$ cat src/rtl/mmio_pkg.sv
// Shared constants and types for the memory-mapped UART transmitter.
// UART_TX_PARITY_EN adds the PARITY state and even-parity helper.
package mmio_pkg;

    localparam logic [2:0] TXDATA_OFS = 3'd0;
    localparam logic [2:0] STATUS_OFS = 3'd4;

    localparam int ST_FULL    = 0;
    localparam int ST_EMPTY   = 1;
    localparam int ST_BUSY    = 2;
    localparam int ST_OVF     = 3;
    localparam int ST_CNT_LSB = 4;
    localparam int ST_CNT_MSB = 10;

`ifdef UART_TX_PARITY_EN
    typedef enum logic [2:0] {
        S_IDLE,
        S_START,
        S_DATA,
        S_PARITY,
        S_STOP
    } txState_e;

    function automatic logic evenParity(input logic [7:0] data);
        return ^data;
    endfunction
`else
    typedef enum logic [2:0] {
        S_IDLE,
        S_START,
        S_DATA,
        S_STOP
    } txState_e;
`endif

endpackage

$ cat src/rtl/tx_fifo.sv
// Synchronous byte FIFO with first-word fall-through read; DEPTH must be a power of two.
// A push into a full FIFO is accepted only when a pop happens on the same edge.
module tx_fifo #(
    parameter int DEPTH = 8,
    parameter int CW    = $clog2(DEPTH) + 1
) (
    input  logic          clk,
    input  logic          rst,
    input  logic          i_push,
    input  logic [7:0]    i_data,
    input  logic          i_pop,
    output logic [7:0]    o_data,
    output logic          o_full,
    output logic          o_empty,
    output logic [CW-1:0] o_count
);

    localparam int AW = $clog2(DEPTH);

    logic [7:0]    r_mem [DEPTH];
    logic [AW-1:0] r_wrPtr;
    logic [AW-1:0] r_rdPtr;
    logic [CW-1:0] r_count;
    logic          w_doPush;
    logic          w_doPop;

    assign o_full   = (r_count == CW'(DEPTH));
    assign o_empty  = (r_count == '0);
    assign o_count  = r_count;
    assign o_data   = r_mem[r_rdPtr];
    assign w_doPop  = i_pop && !o_empty;
    assign w_doPush = i_push && (!o_full || w_doPop);

    always_ff @(posedge clk or negedge rst) begin
        if (!rst) begin
            r_wrPtr <= '0;
            r_rdPtr <= '0;
            r_count <= '0;
        end else begin
            if (w_doPush) begin
                r_wrPtr <= r_wrPtr + AW'(1);
            end
            if (w_doPop) begin
                r_rdPtr <= r_rdPtr + AW'(1);
            end
            case ({w_doPush, w_doPop})
                2'b10:   r_count <= r_count + CW'(1);
                2'b01:   r_count <= r_count - CW'(1);
                default: r_count <= r_count;
            endcase
        end
    end

    // Storage needs no reset: the pointers alone define which entries are live.
    always_ff @(posedge clk) begin
        if (w_doPush) begin
            r_mem[r_wrPtr] <= i_data;
        end
    end

endmodule

$ cat src/rtl/mmio_uart_tx.sv
// Memory-mapped UART transmitter: TXDATA/STATUS registers, TX FIFO, 8N1 serialiser.
// Define UART_TX_PARITY_EN for 8E1 frames (extra even-parity bit after DATA).
module mmio_uart_tx
    import mmio_pkg::*;
#(
    parameter int          CLK_HZ     = 50000000,
    parameter int          BAUD       = 115200,
    parameter int          FIFO_DEPTH = 8,
    parameter logic [31:0] BASE_ADDR  = 32'hFFFF_0000
) (
    input  logic        clk,
    input  logic        rst,
    input  logic [31:0] addr,
    input  logic [31:0] wdata,
    input  logic        wr_en,
    input  logic        rd_en,
    output logic        sel,
    output logic [31:0] rdata,
    output logic        tx
);

    localparam int DIV = CLK_HZ / BAUD;
    localparam int BW  = (DIV > 1) ? $clog2(DIV) : 1;
    localparam int CW  = $clog2(FIFO_DEPTH) + 1;
    localparam logic [BW-1:0] DIV_RELOAD = BW'(DIV - 1);

    txState_e      r_state;
    txState_e      w_nextState;
    logic [7:0]    r_shift;
    logic [2:0]    r_bitCnt;
    logic [BW-1:0] r_baudCnt;
    logic          r_tx;
    logic          r_overflow;
    logic [31:0]   r_rdata;

    logic          w_isTxData;
    logic          w_isStatus;
    logic          w_push;
    logic          w_pop;
    logic          w_ovfClr;
    logic          w_baudDone;
    logic [7:0]    w_fifoData;
    logic          w_full;
    logic          w_empty;
    logic [CW-1:0] w_count;
    logic [31:0]   w_status;
    logic          w_unused;

    assign sel        = (addr[31:3] == BASE_ADDR[31:3]);
    assign w_isTxData = sel && (addr[2:0] == TXDATA_OFS);
    assign w_isStatus = sel && (addr[2:0] == STATUS_OFS);
    assign w_push     = wr_en && w_isTxData;
    assign w_ovfClr   = wr_en && w_isStatus && wdata[ST_OVF];
    assign w_baudDone = (r_baudCnt == '0);
    assign w_unused   = ^wdata[31:8];
    assign tx         = r_tx;
    assign rdata      = r_rdata;

    tx_fifo #(
        .DEPTH (FIFO_DEPTH)
    ) u_fifo (
        .clk     (clk),
        .rst     (rst),
        .i_push  (w_push),
        .i_data  (wdata[7:0]),
        .i_pop   (w_pop),
        .o_data  (w_fifoData),
        .o_full  (w_full),
        .o_empty (w_empty),
        .o_count (w_count)
    );

    always_ff @(posedge clk or negedge rst) begin
        if (!rst) begin
            r_state <= S_IDLE;
        end else begin
            r_state <= w_nextState;
        end
    end

    // Every non-idle state lasts one baud period; STOP chains straight into the next START.
    always_comb begin
        w_nextState = r_state;
        w_pop       = 1'b0;
        case (r_state)
            S_IDLE: begin
                if (!w_empty) begin
                    w_pop       = 1'b1;
                    w_nextState = S_START;
                end
            end
            S_START: begin
                if (w_baudDone) begin
                    w_nextState = S_DATA;
                end
            end
            S_DATA: begin
                if (w_baudDone && (r_bitCnt == 3'd7)) begin
`ifdef UART_TX_PARITY_EN
                    w_nextState = S_PARITY;
`else
                    w_nextState = S_STOP;
`endif
                end
            end
`ifdef UART_TX_PARITY_EN
            S_PARITY: begin
                if (w_baudDone) begin
                    w_nextState = S_STOP;
                end
            end
`endif
            S_STOP: begin
                if (w_baudDone) begin
                    if (!w_empty) begin
                        w_pop       = 1'b1;
                        w_nextState = S_START;
                    end else begin
                        w_nextState = S_IDLE;
                    end
                end
            end
            default: begin
                w_nextState = S_IDLE;
            end
        endcase
    end

    always_ff @(posedge clk or negedge rst) begin
        if (!rst) begin
            r_shift   <= '0;
            r_bitCnt  <= '0;
            r_baudCnt <= '0;
        end else if (w_pop) begin
            r_shift   <= w_fifoData;
            r_bitCnt  <= '0;
            r_baudCnt <= DIV_RELOAD;
        end else if (r_state != S_IDLE) begin
            if (w_baudDone) begin
                r_baudCnt <= DIV_RELOAD;
                if (r_state == S_DATA) begin
                    r_bitCnt <= r_bitCnt + 3'd1;
                end
            end else begin
                r_baudCnt <= r_baudCnt - BW'(1);
            end
        end
    end

    // The line lags the state by one register so it never glitches on a transition.
    always_ff @(posedge clk or negedge rst) begin
        if (!rst) begin
            r_tx <= 1'b1;
        end else begin
            case (r_state)
                S_START:  r_tx <= 1'b0;
                S_DATA:   r_tx <= r_shift[r_bitCnt];
`ifdef UART_TX_PARITY_EN
                S_PARITY: r_tx <= evenParity(r_shift);
`endif
                default:  r_tx <= 1'b1;
            endcase
        end
    end

    // A new overflow on the same edge as a clear wins, so no dropped byte goes unreported.
    always_ff @(posedge clk or negedge rst) begin
        if (!rst) begin
            r_overflow <= 1'b0;
        end else if (w_push && w_full && !w_pop) begin
            r_overflow <= 1'b1;
        end else if (w_ovfClr) begin
            r_overflow <= 1'b0;
        end
    end

    always_comb begin
        w_status                        = '0;
        w_status[ST_FULL]               = w_full;
        w_status[ST_EMPTY]              = w_empty;
        w_status[ST_BUSY]               = (r_state != S_IDLE);
        w_status[ST_OVF]                = r_overflow;
        w_status[ST_CNT_MSB:ST_CNT_LSB] = 7'(w_count);
    end

    always_ff @(posedge clk or negedge rst) begin
        if (!rst) begin
            r_rdata <= '0;
        end else if (rd_en) begin
            r_rdata <= w_isStatus ? w_status : 32'd0;
        end
    end

endmodule

$ cat config.mk
export PLATFORM = sky130hd
export DESIGN_NAME = mmio_uart_tx
export DESIGN_NICKNAME = d
export VERILOG_FILES = /design/src/rtl/mmio_pkg.sv /design/src/rtl/tx_fifo.sv /design/src/rtl/mmio_uart_tx.sv
export SDC_FILE = /design/constraint.sdc
export NUM_CORES = 1
export LEC_CHECK = 0
export CAP_MARGIN = 0
export CORE_MARGIN = 2
export CORE_UTILIZATION = 50
export DETAILED_ROUTE_END_ITERATION = 10
export PLACE_DENSITY_LB_ADDON = 0.12
export SYNTH_ARGS = -nofsm -noshare
export SYNTH_HDL_FRONTEND = slang
export SYNTH_SLANG_ARGS = --single-unit
$ cat constraint.sdc
create_clock -name clk -period 6.65 [get_ports clk]
set_clock_uncertainty 0.15 [all_clocks]
set_input_delay 1.33 -clock clk [delete_from_list [all_inputs] [get_ports clk]]
set_output_delay 1.33 -clock clk [all_outputs]
set_load 0.02 [all_outputs]
# After elaboration in Yosys (flattened, before gate mapping)

Memory sizes are Yosys's and may differ from the RTL's. A register that Yosys moved wholly into a read port is not among the register bits.
Cells that the tools add are included.

Add/subtract/negate cells: 6
$lt $le $gt $ge: 1
Equality and inequality tests: 13
Multiplexer cells: 25
Reduce and logical (&&, ||, !) cells: 27

Operators by type and width:

| kind                   | count |
|---|---|
| $eq A29 B29 Y1 const B | 1 |
| $mux W9                | 3 |
| $mux W3                | 8 |
| $pmux W3 S4            | 1 |
| $logic_and A1 B1 Y1    | 10 |
| $reduce_bool A2 Y1     | 5 |
| $add A3 B1 Y3 const B  | 3 |
| $logic_not A9 Y1       | 1 |
| $sub A9 B1 Y9 const B  | 1 |
| $mux W1                | 8 |
| $mux W8                | 1 |
| $ne A2 B2 Y1 const B   | 4 |
| $pmux W4 S2            | 1 |
| $eq A3 B2 Y1 const B   | 2 |
| $eq A3 B3 Y1 const B   | 2 |
| $logic_not A3 Y1       | 2 |
| $add A4 B1 Y4 const B  | 1 |
| $eq A4 B4 Y1 const B   | 1 |
| $logic_not A1 Y1       | 4 |
| $logic_not A4 Y1       | 1 |
| $lt A3 B4 Y1 const B   | 1 |
| $pmux W1 S2            | 2 |
| $reduce_and A4 Y1      | 1 |
| $sub A4 B1 Y4 const B  | 1 |
| other kinds (7)        | 7 |

Register bits after elaboration: 59
RAM bits: 64
Bits of input ports: 68
Output and inout bits: 34
Memories: 1

Memory list:

| name         | words | width | read ports | clocked after Yosys merged registers in | wr ports | RTL line      | source |
|---|---|---|---|---|---|---|---|
| u_fifo.r_mem | 8     | 8     | 1          | 1                                       | 1        | tx_fifo.sv:20 | `logic [7:0] r_mem [DEPTH];` |

# Logic depth before layout (Yosys ltp)

Gate-level depths: netlist (run 1).

Depth in word-level cells: 9
Gate-level depth with buffers: 13
Depth with buffers taken out: 13

# Hierarchy

From an unflattened synthesis (run 1), not the netlist that was laid out.

Cell total of the unflattened synthesis: 361
Area total of the unflattened synthesis: 5,031.1 sq um

By module, submodules not included:

| module       | instances | cells each | area an instance (sq um) | seq. area each (sq um) |
|---|---|---|---|---|
| tx_fifo      | 1         | 162        | 3,150.5                  | 2,172.1 |
| mmio_uart_tx | 1         | 199        | 1,880.6                  | 802.0 |

# Worst setup path before layout (run 1)

Ideal clock, no wire load.

Path kind: input to output
Start point: input addr[7]
End point: output sel
Arrival time: 2.733 ns
Setup slack: 2.437 ns
Cell stages on the path: 3
Buffers on the path: 0
Cell sequence: or4b_1 -> or4_1 -> nor2_1

Cells in the longest elaborated chain, start to end: 1

Ends and longest elaborated chain:

| element        | RTL line           | source |
|---|---|---|
| from (decl)    | mmio_uart_tx.sv:13 | `input logic [31:0] addr,` |
| $eq A29 B29 Y1 | mmio_uart_tx.sv:49 | `assign sel = (addr[31:3] == BASE_ADDR[31:3]);` |
| to (decl)      | mmio_uart_tx.sv:17 | `output logic sel,` |

No other way between the ends.

# Final worst setup path (run 1)

Ends and elaborated chain as after synthesis.

==> out/results.tsv, run 1 <==
metric	value	unit
CTS H-tree depth	3	
Synth Warn #	0	
Crit path largest cell delay	0.63	ns
clk_lat worst skew	0.36	ns
Final TNS setup	0	ns
input/output buffers	53	
Global Route Usage Sum	0.188	
FF-to-FF path depth	13	
Most common cell on crit path	clkdlybuf4s50_1	
hold-fix buffers at CTS	0	
Crit path arrival time	3.63	ns
post-synthesis sequential area ratio	0.609	
nets	478	
maximum root-to-sink buffer count	2	
Max Slew Vio Count	0	
CTS root buffer	clkbuf_8	
detailed-route via count	2824	
vias in the first global route	2881	
Detail Route Antenna Nets	0	
RSZ-0062 raised after global routing	no	
layout cells sized above 1	0.104	
most common cell after layout, fill and taps aside	edfxtp_1	
Crit. path cell count	5	
Slew @ Worst Pin	1.13	ns
first-pass GRT wire length	14600	um
setup violators final	0	
Core Util, Final	0.583	
Hold Fails Final Rpt	0	
Leak	2.12	nW
die height	103	um
largest net degree at the start of global routing	43	
top post-synthesis cells by area	edfxtp_1 (39%), dfrtp_1 (21%), mux4_2 (8.3%), buf_4 (3.7%), ha_1 (3.1%)	
detailed-route wire length per cell	16.5	um
initial antenna violation count	0	
outcome	finished, final reports clean	
First DRT Iteration DRCs	184	
Synth async-reset ratio	0.396	
CTS tree	built	
DRC viols	0	
Synth Flop Type	edfxtp_1	
maximum VDD drop	0.165	mV
Netlist cell types	52	
Max FO, Critical Path	3	
ANT cells	0	
Max Freq	0.196	GHz
hold path depth	2	
post-CTS setup buffers	0	
Power Density	196	nW/um2
Avg Vias per Cell	5.28	
CP Data Required Time	5.17	ns
Post-Syn Area	4880	um2
Die W	103	um
Std-Cell Rows	36	
min Tclk post-route	5.11	ns
Final Wtd Congestion	0.743	
area grow syn2layout	15.3	%
I/O pins	102	
# clock sinks	106	
number of synthesized register bits	106	
core area	9640	um2
CP cell instances	clkdlybuf4s50_1, or4b_1, or4_1, nor2_1, clkdlybuf4s50_1	
Critical Path Start Type	primary input	
Worst path top cell family by delay	simple AND/OR/NAND/NOR gates	
cell taking the most area after synthesis	edfxtp_1	
Worst Path Buf+Inv	2	
fill cell count	786	
Yosys top cell area share	0.394	
Post-synth EDFFs	64	
Crit-path slowest cell	clkdlybuf4s50_1	
most frequent cells in the layout	edfxtp_1 (64), clkdlybuf4s50_1 (52), dfrtp_1 (41)	
Pre-Repair DR Iteration Count	4	
final worst-path cycle share	0.768	
Max-cap violations	0	
DP HPWL	6270	um
DRT Wirelength	8820	um
Die ar.	10600	um2
clock slew at reported path FFs	0.09	ns
Rel. slew slack	0.247	
worst hold path type	reg -> reg	
Overflow after GRT	0	
CP Class	in -> out	
crit end category	primary output	
initial core utilization	0.506	
Synth Instances	344	
Mean Syn Cell Area	14.2	um2
post-CTS resize count	0	
cts bufs inserted	9	
[worst min-delay path: stages, from the launching register on]
cell     delay, ns
dfrtp_1       0.35
nand2_1       0.04
o21ai_0       0.06
[cell usage after synthesis (2+ instances only)]
master,instances
o21ai_0,3
nand4_1,9
buf_1,2
mux4_2,18
mux2_1,2
edfxtp_1,64
xnor2_1,7
clkbuf_1,6
buf_2,2
o21ai_1,8
nor4b_1,3
and2_1,2
a21oi_1,5
nand4b_1,2
nand2_1,24
xor2_1,5
nor3_1,5
ha_1,12
nand3_1,8
dfrtp_1,41
buf_4,24
mux2i_1,15
a21o_1,4
nor2_1,23
or4b_1,2
a22o_1,9
inv_1,9
nor4_1,3
nand2b_1,4
[metrics by stage]
stage / area, um2 / instances / total power [mW] / hold WS (ns) / setup WS (ns)
floorplan: 4970 / 367 / 0.738 / 0.295 / 2.44
global placement: 5450 / 519 / 0.763 / 0.310 / 1.54
detailed placement: 5450 / 519 / 0.764 / 0.320 / 1.53
CTS: 5620 / 535 / 1.12 / 0.340 / 1.53
global route: 5620 / 535 / 1.16 / 0.381 / 1.46
finish: 5620 / 535 / 1.10 / 0.332 / 1.54
[final cells by class]
| cell class | instances | area [um2] | share of cell area |
|---|---|---|---|
| clock buffers | 10 | 128 | 0.0227 |
| clock inverters | 6 | 48.8 | 0.00868 |
| inverters | 9 | 33.8 | 0.00601 |
| multi-input cells | 218 | 1750 | 0.311 |
| flip-flops and latches | 106 | 2970 | 0.529 |
| well taps | 133 | 166 | 0.0296 |
| repair buffers | 53 | 526 | 0.0934 |
[kinds of logic (layout without fill, tap and decap cells)]
logic type	Yosys count	after routing	share of synthesized area
compound gates	39	39	0.0559
fa+ha+maj	13	13	0.0349
buf+inv	43	78	0.0521
flops	106	106	0.609
mux	36	36	0.122
simple gates	94	94	0.104
other cells	1	24	0.000768
xor+xnor	12	12	0.0215
[sequential cells by signal (all words and copies together), names as in the netlist, 2 cells and up]
signal / cells
r_baudCnt: 9
r_bitCnt: 3
r_shift: 8
r_state: 2
rdata: 8
u_fifo.o_count: 4
u_fifo.r_mem: 64
u_fifo.r_rdPtr: 3
u_fifo.r_wrPtr: 3
[per-layer routing]
metal	vias up	wire [um]	GRT usage
met3	4	251	0.0454
met1	1419	3940	0.234
met4	0	61	0.0567
li1	1357	-	-
met5	-	0	0
met2	44	4570	0.326
[final timing paths]
kind	from	end	slack (ns)
max	addr[7]	sel	1.54
min	r_shift[1]	r_shift[1]	0.33
max reg2reg	r_baudCnt[0]	u_fifo.o_count[3]	3.08
min reg2reg	r_shift[1]	r_shift[1]	0.33
max in group asynchronous	rst	r_shift[4]	4.82
min in group asynchronous	rst	rdata[1]	0.95
[report_power, final]
group,switching (mW),internal [mW]
logic,0.0278,0.0234
registers,0.000000000672,0.698
clock network,0.214,0.141
(Power assumes the default switching activity.)
==> run 2, diff against run 1 <==
Clock period 6.65 ns to 4.9 ns, I/O delays scaled along.
==> run 2 against run 1 <==
Net effect: register-to-register slack worse by 1.5 ns; clock power increased by 46%; utilization is 0.99 points higher; sequential share of layout area down 0.88 points.
==> out/results.tsv, run 2 (synthesized netlist as in run 1, its figures left out) <==
metric	value	unit
First DRT Iteration DRCs	97	
Die ar.	10600	um2
post-CTS resize count	0	
maximum root-to-sink buffer count	2	
outcome	finished, final reports clean	
post-CTS setup buffers	0	
layout cells sized above 1	0.128	
CP Data Required Time	3.77	ns
flip-flop count of the largest register after layout	64	
worst hold path type	reg -> reg	
hold-fix buffers at CTS	0	
# clock sinks	106	
register name with the most flops	u_fifo.r_mem	
dpl cells	530	
Hold Fails Final Rpt	0	
Rel. slew slack	0.276	
ANT cells	0	
Final Wtd Congestion	0.742	
setup violators final	0	
Max FO, Critical Path	3	
Std-Cell Rows	36	
largest net degree at the start of global routing	43	
CTS root buffer	clkbuf_8	
Crit path largest cell delay	0.63	ns
Leak	2.18	nW
I/O pins	102	
cts bufs inserted	9	
input/output buffers	53	
initial core utilization	0.506	
most common cell after layout, fill and taps aside	edfxtp_1	
CTS tree	built	
Global Route Usage Sum	0.180	
CTS H-tree depth	3	
hold path depth	2	
core area	9640	um2
crit end category	primary output	
Layout Cells excl Fill	546	
area grow syn2layout	17.2	%
Slew @ Worst Pin	1.09	ns
Final TNS setup	0	ns
Max-cap violations	0	
final worst-path cycle share	0.901	
WHS	0.339	ns
clk_lat worst skew	0.37	ns
vias in the first global route	2877	
Avg Vias per Cell	5.19	
worst setup path startpoint	addr[7]	
DRT Wirelength	8710	um
Pre-Repair DR Iteration Count	4	
Max Freq	0.226	GHz
clock slew at reported path FFs	0.09	ns
hold_sp	r_shift[1]	
Power Density	269	nW/um2
maximum VDD drop	0.201	mV
detailed-route wire length per cell	16.0	um
initial antenna violation count	0	
detailed-route via count	2833	
CP Class	in -> out	
Worst path top cell family by delay	simple AND/OR/NAND/NOR gates	
Overflow after GRT	0	
most frequent cells in the layout	edfxtp_1 (64), clkdlybuf4s50_1 (52), dfrtp_1 (41)	
biggest regs	u_fifo.r_mem (64), r_baudCnt (9)	
min Tclk post-route	4.42	ns
FF-to-FF path depth	13	
Crit path arrival time	3.29	ns
first-pass GRT wire length	14300	um
DP HPWL	6360	um
DRC viols	0	
Most common cell on crit path	clkdlybuf4s50_1	
Worst Path Buf+Inv	2	
Critical Path Start Type	primary input	
Crit. path cell count	5	
RSZ-0062 raised after global routing	no	
die height	103	um
Max Slew Vio Count	0	
nets	489	
CP cell instances	clkdlybuf4s50_1, or4b_1, or4_1, nor2_1, clkdlybuf4s50_1	
Crit-path slowest cell	clkdlybuf4s50_1	
Detail Route Antenna Nets	0	
reg2reg start	r_baudCnt[0]	
Die W	103	um
-- run 2: cell count changes in the layout (fill, tap and decap cells not counted), sizes merged --
cell,delta
buf,+11
clkbuf,-1
clkinv,+1
-- run 2: worst reg2reg max path, delay by kind of cell (launching register included) --
family,cells,cell delay (ns)
buf+inv,2,0.20
mux,1,0.19
compound gates,4,0.88
flops,1,0.44
simple gates,4,1.03
fa+ha+maj,2,0.37
-- run 2: worst paths after layout --
kind	end	slack [ns]
min	r_shift[1]	0.34
max reg2reg	u_fifo.o_count[3]	1.59
min in group asynchronous	rdata[2]	0.58
max	sel	0.48
min reg2reg	r_shift[1]	0.34
max in group asynchronous	r_shift[5]	3.41
-- run 2: final cells by class --
cell class | instances | area, um2
clock inverter | 7 | 75.1
clock buffer | 9 | 124
sequential | 106 | 2970
tap | 133 | 166
multi-input combinational | 218 | 1740
inverter | 9 | 33.8
timing repair buffer | 64 | 608
fill | 790 | 3920
-- run 2: power by group --
group / switching, mW / leakage (nW) / internal [mW]
sequential: 0.000000000943 / 1.10 / 0.947
clock: 0.318 / 0.0981 / 0.202
combinational: 0.0375 / 0.977 / 0.0318
total: 0.355 / 2.18 / 1.18
-- run 2: per-layer routing --
metal / GRT usage / part of all wire / up-vias
met5: 0 / 0 / -
met4: 0.0455 / 0.0090 / 0
met3: 0.0366 / 0.031 / 9
met2: 0.305 / 0.51 / 45
met1: 0.242 / 0.45 / 1397
li1: - / - / 1382
-- run 2: per-stage QoR --
step	utilization	cell area (um2)	setup slack [ns]	total power [mW]
global placement	0.573	5520	0.489	1.03
floorplan	-	4970	1.10	1.00
finish	0.593	5720	0.483	1.54
CTS	0.593	5720	0.477	1.55
global route	0.593	5720	0.415	1.59
detailed placement	0.573	5520	0.477	1.04
==> run 3, diff against run 2 <==
Settings changed: ABC_AREA from default to 1.
==> run 3 against run 2 <==
Net effect: total power increased by 3.0%; sequential power about the same; global-route usage increased by 0.77 points; via count up 28%; wire length is 12% higher; synthesized area is 4.5% higher; critical path depth increased by 1; fmax grew 19%; combinational power up 9.7%; largest cell class unchanged; largest power group unchanged.
==> out/results.tsv, run 3 <==
metric	value	unit
outcome	finished, final reports clean	
hold-fix buffers at CTS	0	
Layout Cells excl Fill	714	
reg2reg start	r_baudCnt[0]	
ANT cells	0	
Global Route Usage Sum	0.188	
Max Freq	0.270	GHz
CTS tree	built	
Synth Instances	517	
clk_lat worst skew	0.38	ns
Clock Power Share	0.353	
Hold Fails Final Rpt	0	
initial antenna violation count	0	
clock slew at reported path FFs	0.11	ns
Post-Synth Simple-Gate Area	0.188	
DRC viols	0	
Max-cap violations	0	
Overflow after GRT	0	
Comb pwr share	0.048	
Yosys top cell area share	0.377	
core area	9820	um2
Crit-path slowest cell	clkdlybuf4s50_1	
post-synthesis sequential area ratio	0.583	
post-synthesis mux area share	0.00196	
flip-flop count of the largest register after layout	64	
CP Class	in -> out	
Power Density	267	nW/um2
cts bufs inserted	9	
worst setup path startpoint	addr[16]	
worst hold path type	reg -> reg	
most frequent cells in the layout	nand2_1 (84), nor2_1 (77), edfxtp_1 (64)	
crit end category	primary output	
Leak	2.43	nW
DP HPWL	6720	um
cell taking the most area after synthesis	edfxtp_1	
largest net degree at the start of global routing	43	
count leader, synth	nand2_1	
detailed-route via count	3628	
CP Data Required Time	3.77	ns
initial core utilization	0.519	
Worst Path Buf+Inv	3	
Max FO, Critical Path	2	
NetSw	387	uW
Sw Ratio	0.244	
post-CTS setup buffers	0	
r2r setup slk	1.90	ns
Crit path largest cell delay	0.66	ns
detailed-route wire length per cell	13.6	um
Std-Cell Rows	36	
commonest cells in the netlist	nand2_1 (84), nor2_1 (77), edfxtp_1 (64), o21ai_0 (49), inv_1 (47)	
register name with the most flops	u_fifo.r_mem	
Crit path arrival time	2.58	ns
Post-Syn Area	5100	um2
Max Slew Vio Count	0	
maximum VDD drop	0.173	mV
area grow syn2layout	16.2	%
Synth async-reset ratio	0.396	
First DRT Iteration DRCs	131	
min Tclk post-route	3.71	ns
Internal	1.20	mW
RSZ-0062 raised after global routing	no	
post-CTS resize count	0	
setup violators final	0	
Die ar.	11000	um2
hold_sp	rdata[3]	
Final Wtd Congestion	0.836	
Synth Area in Adders	0.0334	
CP cell instances	clkdlybuf4s50_1, inv_1, nor2_1, nand4_1, nor4_1, clkdlybuf4s50_1	
Synth Flop Type	edfxtp_1	
Detail Route Antenna Nets	0	
Most common cell on crit path	clkdlybuf4s50_1	
CTS root buffer	clkbuf_8	
vias in the first global route	3454	
Critical Path Start Type	primary input	
CTS H-tree depth	3	
layout cells sized above 1	0.0775	
Slew @ Worst Pin	0.982	ns
Synth Warn #	0	
Die W	105	um
# clock sinks	106	
post-synthesis xor/xnor area fraction	0.0120	
compound-gate portion of the synthesized area	0.0972	
Worst path top cell family by delay	buffers and inverters	
largest family of logic cells by synthesized area	simple AND/OR/NAND/NOR gates	
top post-synthesis cells by area	edfxtp_1 (38%), dfrtp_1 (20%), nand2_1 (6.2%), nor2_1 (5.7%), o21ai_0 (4.8%)	
Avg Vias per Cell	5.08	
input/output buffers	53	
nets	657	
DRT Wirelength	9740	um
I/O pins	102	
maximum root-to-sink buffer count	2	
die height	105	um
Final TNS setup	0	ns
biggest regs	u_fifo.r_mem (64), r_baudCnt (9)	
dpl cells	698	
Pre-Repair DR Iteration Count	4	
Rel. slew slack	0.345	
most common cell after layout, fill and taps aside	nand2_1	
number of synthesized register bits	106	
Seq pwr share	0.599	
first-pass GRT wire length	16300	um
final worst-path cycle share	0.757	
Netlist cell types	40	
Mean Syn Cell Area	9.86	um2
Post-synth EDFFs	64	
[run 3: cell count changes after synthesis, moves of 14 or more]
cell	previous run	this run
o21ai_0	3	49
nand2_1	24	84
mux2i_1	15	1
o22ai_1	0	18
mux4_2	18	0
inv_1	9	47
nor2_1	23	77
[run 3: worst paths after layout]
check / end / depth (start not counted)
worst max-delay path: sel / 6
worst min-delay path: rdata[3] / 2
worst max register to register: u_fifo.o_count[3] / 21
worst min register to register: rdata[3] / 2
max in group asynchronous: r_shift[5] / 1
min in group asynchronous: r_baudCnt[2] / 1
[run 3: kinds of logic (layout without fill, tap and decap cells)]
logic type | count (synthesis) | in the layout
simple gates | 215 | 215
fa+ha+maj | 13 | 13
compound gates | 88 | 88
other cells | 1 | 24
mux | 1 | 1
buf+inv | 86 | 127
flops | 106 | 106
xor+xnor | 7 | 7
[run 3: worst reg2reg max path, cell delays in order, from the launching register on]
cell and delay [ns]:
dfrtp_1 0.43, inv_1 0.10, ha_1 0.18, inv_1 0.04
nor2_1 0.07, nand2_1 0.09, nor2_2 0.11, nand2_1 0.08
nand2_2 0.08, nand2_4 0.11, inv_2 0.31, nand2_2 0.16
inv_1 0.11, ha_1 0.26, nand2_1 0.08, nand2_1 0.05
a31oi_1 0.17, inv_1 0.06, nand2_1 0.08, nand3_1 0.07
nand2_1 0.07, inv_1 0.04
[run 3: metal layers]
metal  track usage  wire length (um)
met5             0                 0
met4        0.0524                75
met3        0.0374               535
met2         0.317              4770
met1         0.248              4360
[run 3: power by group through the flow]
stage	Combinational, mW	Clock, mW	Sequential (mW)
after floorplan	0.0405	0	0.967
after global placement	0.0758	0	0.967
after detailed placement	0.0768	0	0.967
after CTS	0.0770	0.574	0.948
after global routing	0.0849	0.611	0.948
final	0.0760	0.559	0.948
[run 3: final cells by class]
cell class              instances  area, um2
repair buffers                 62        593
fillers                       887       3890
inverters                      49        184
well taps                     133        166
clock buffers                   9        124
flip-flops and latches        106       2970
clock inverters                 7       98.8
multi-input cells             348       1790
[run 3: through the flow]
step | cell area (um2) | utilization | hold WS, ns | worst slack (ns) | power (mW)
2_1_floorplan | 5190 | - | 0.304 | 1.78 | 1.01
3_3_place_gp | 5700 | 0.581 | 0.318 | 1.19 | 1.04
3_5_place_dp | 5700 | 0.581 | 0.317 | 1.16 | 1.04
4_1_cts | 5930 | 0.604 | 0.347 | 1.17 | 1.60
5_1_grt | 5930 | 0.604 | 0.372 | 1.05 | 1.64
6_report | 5930 | 0.604 | 0.341 | 1.19 | 1.58
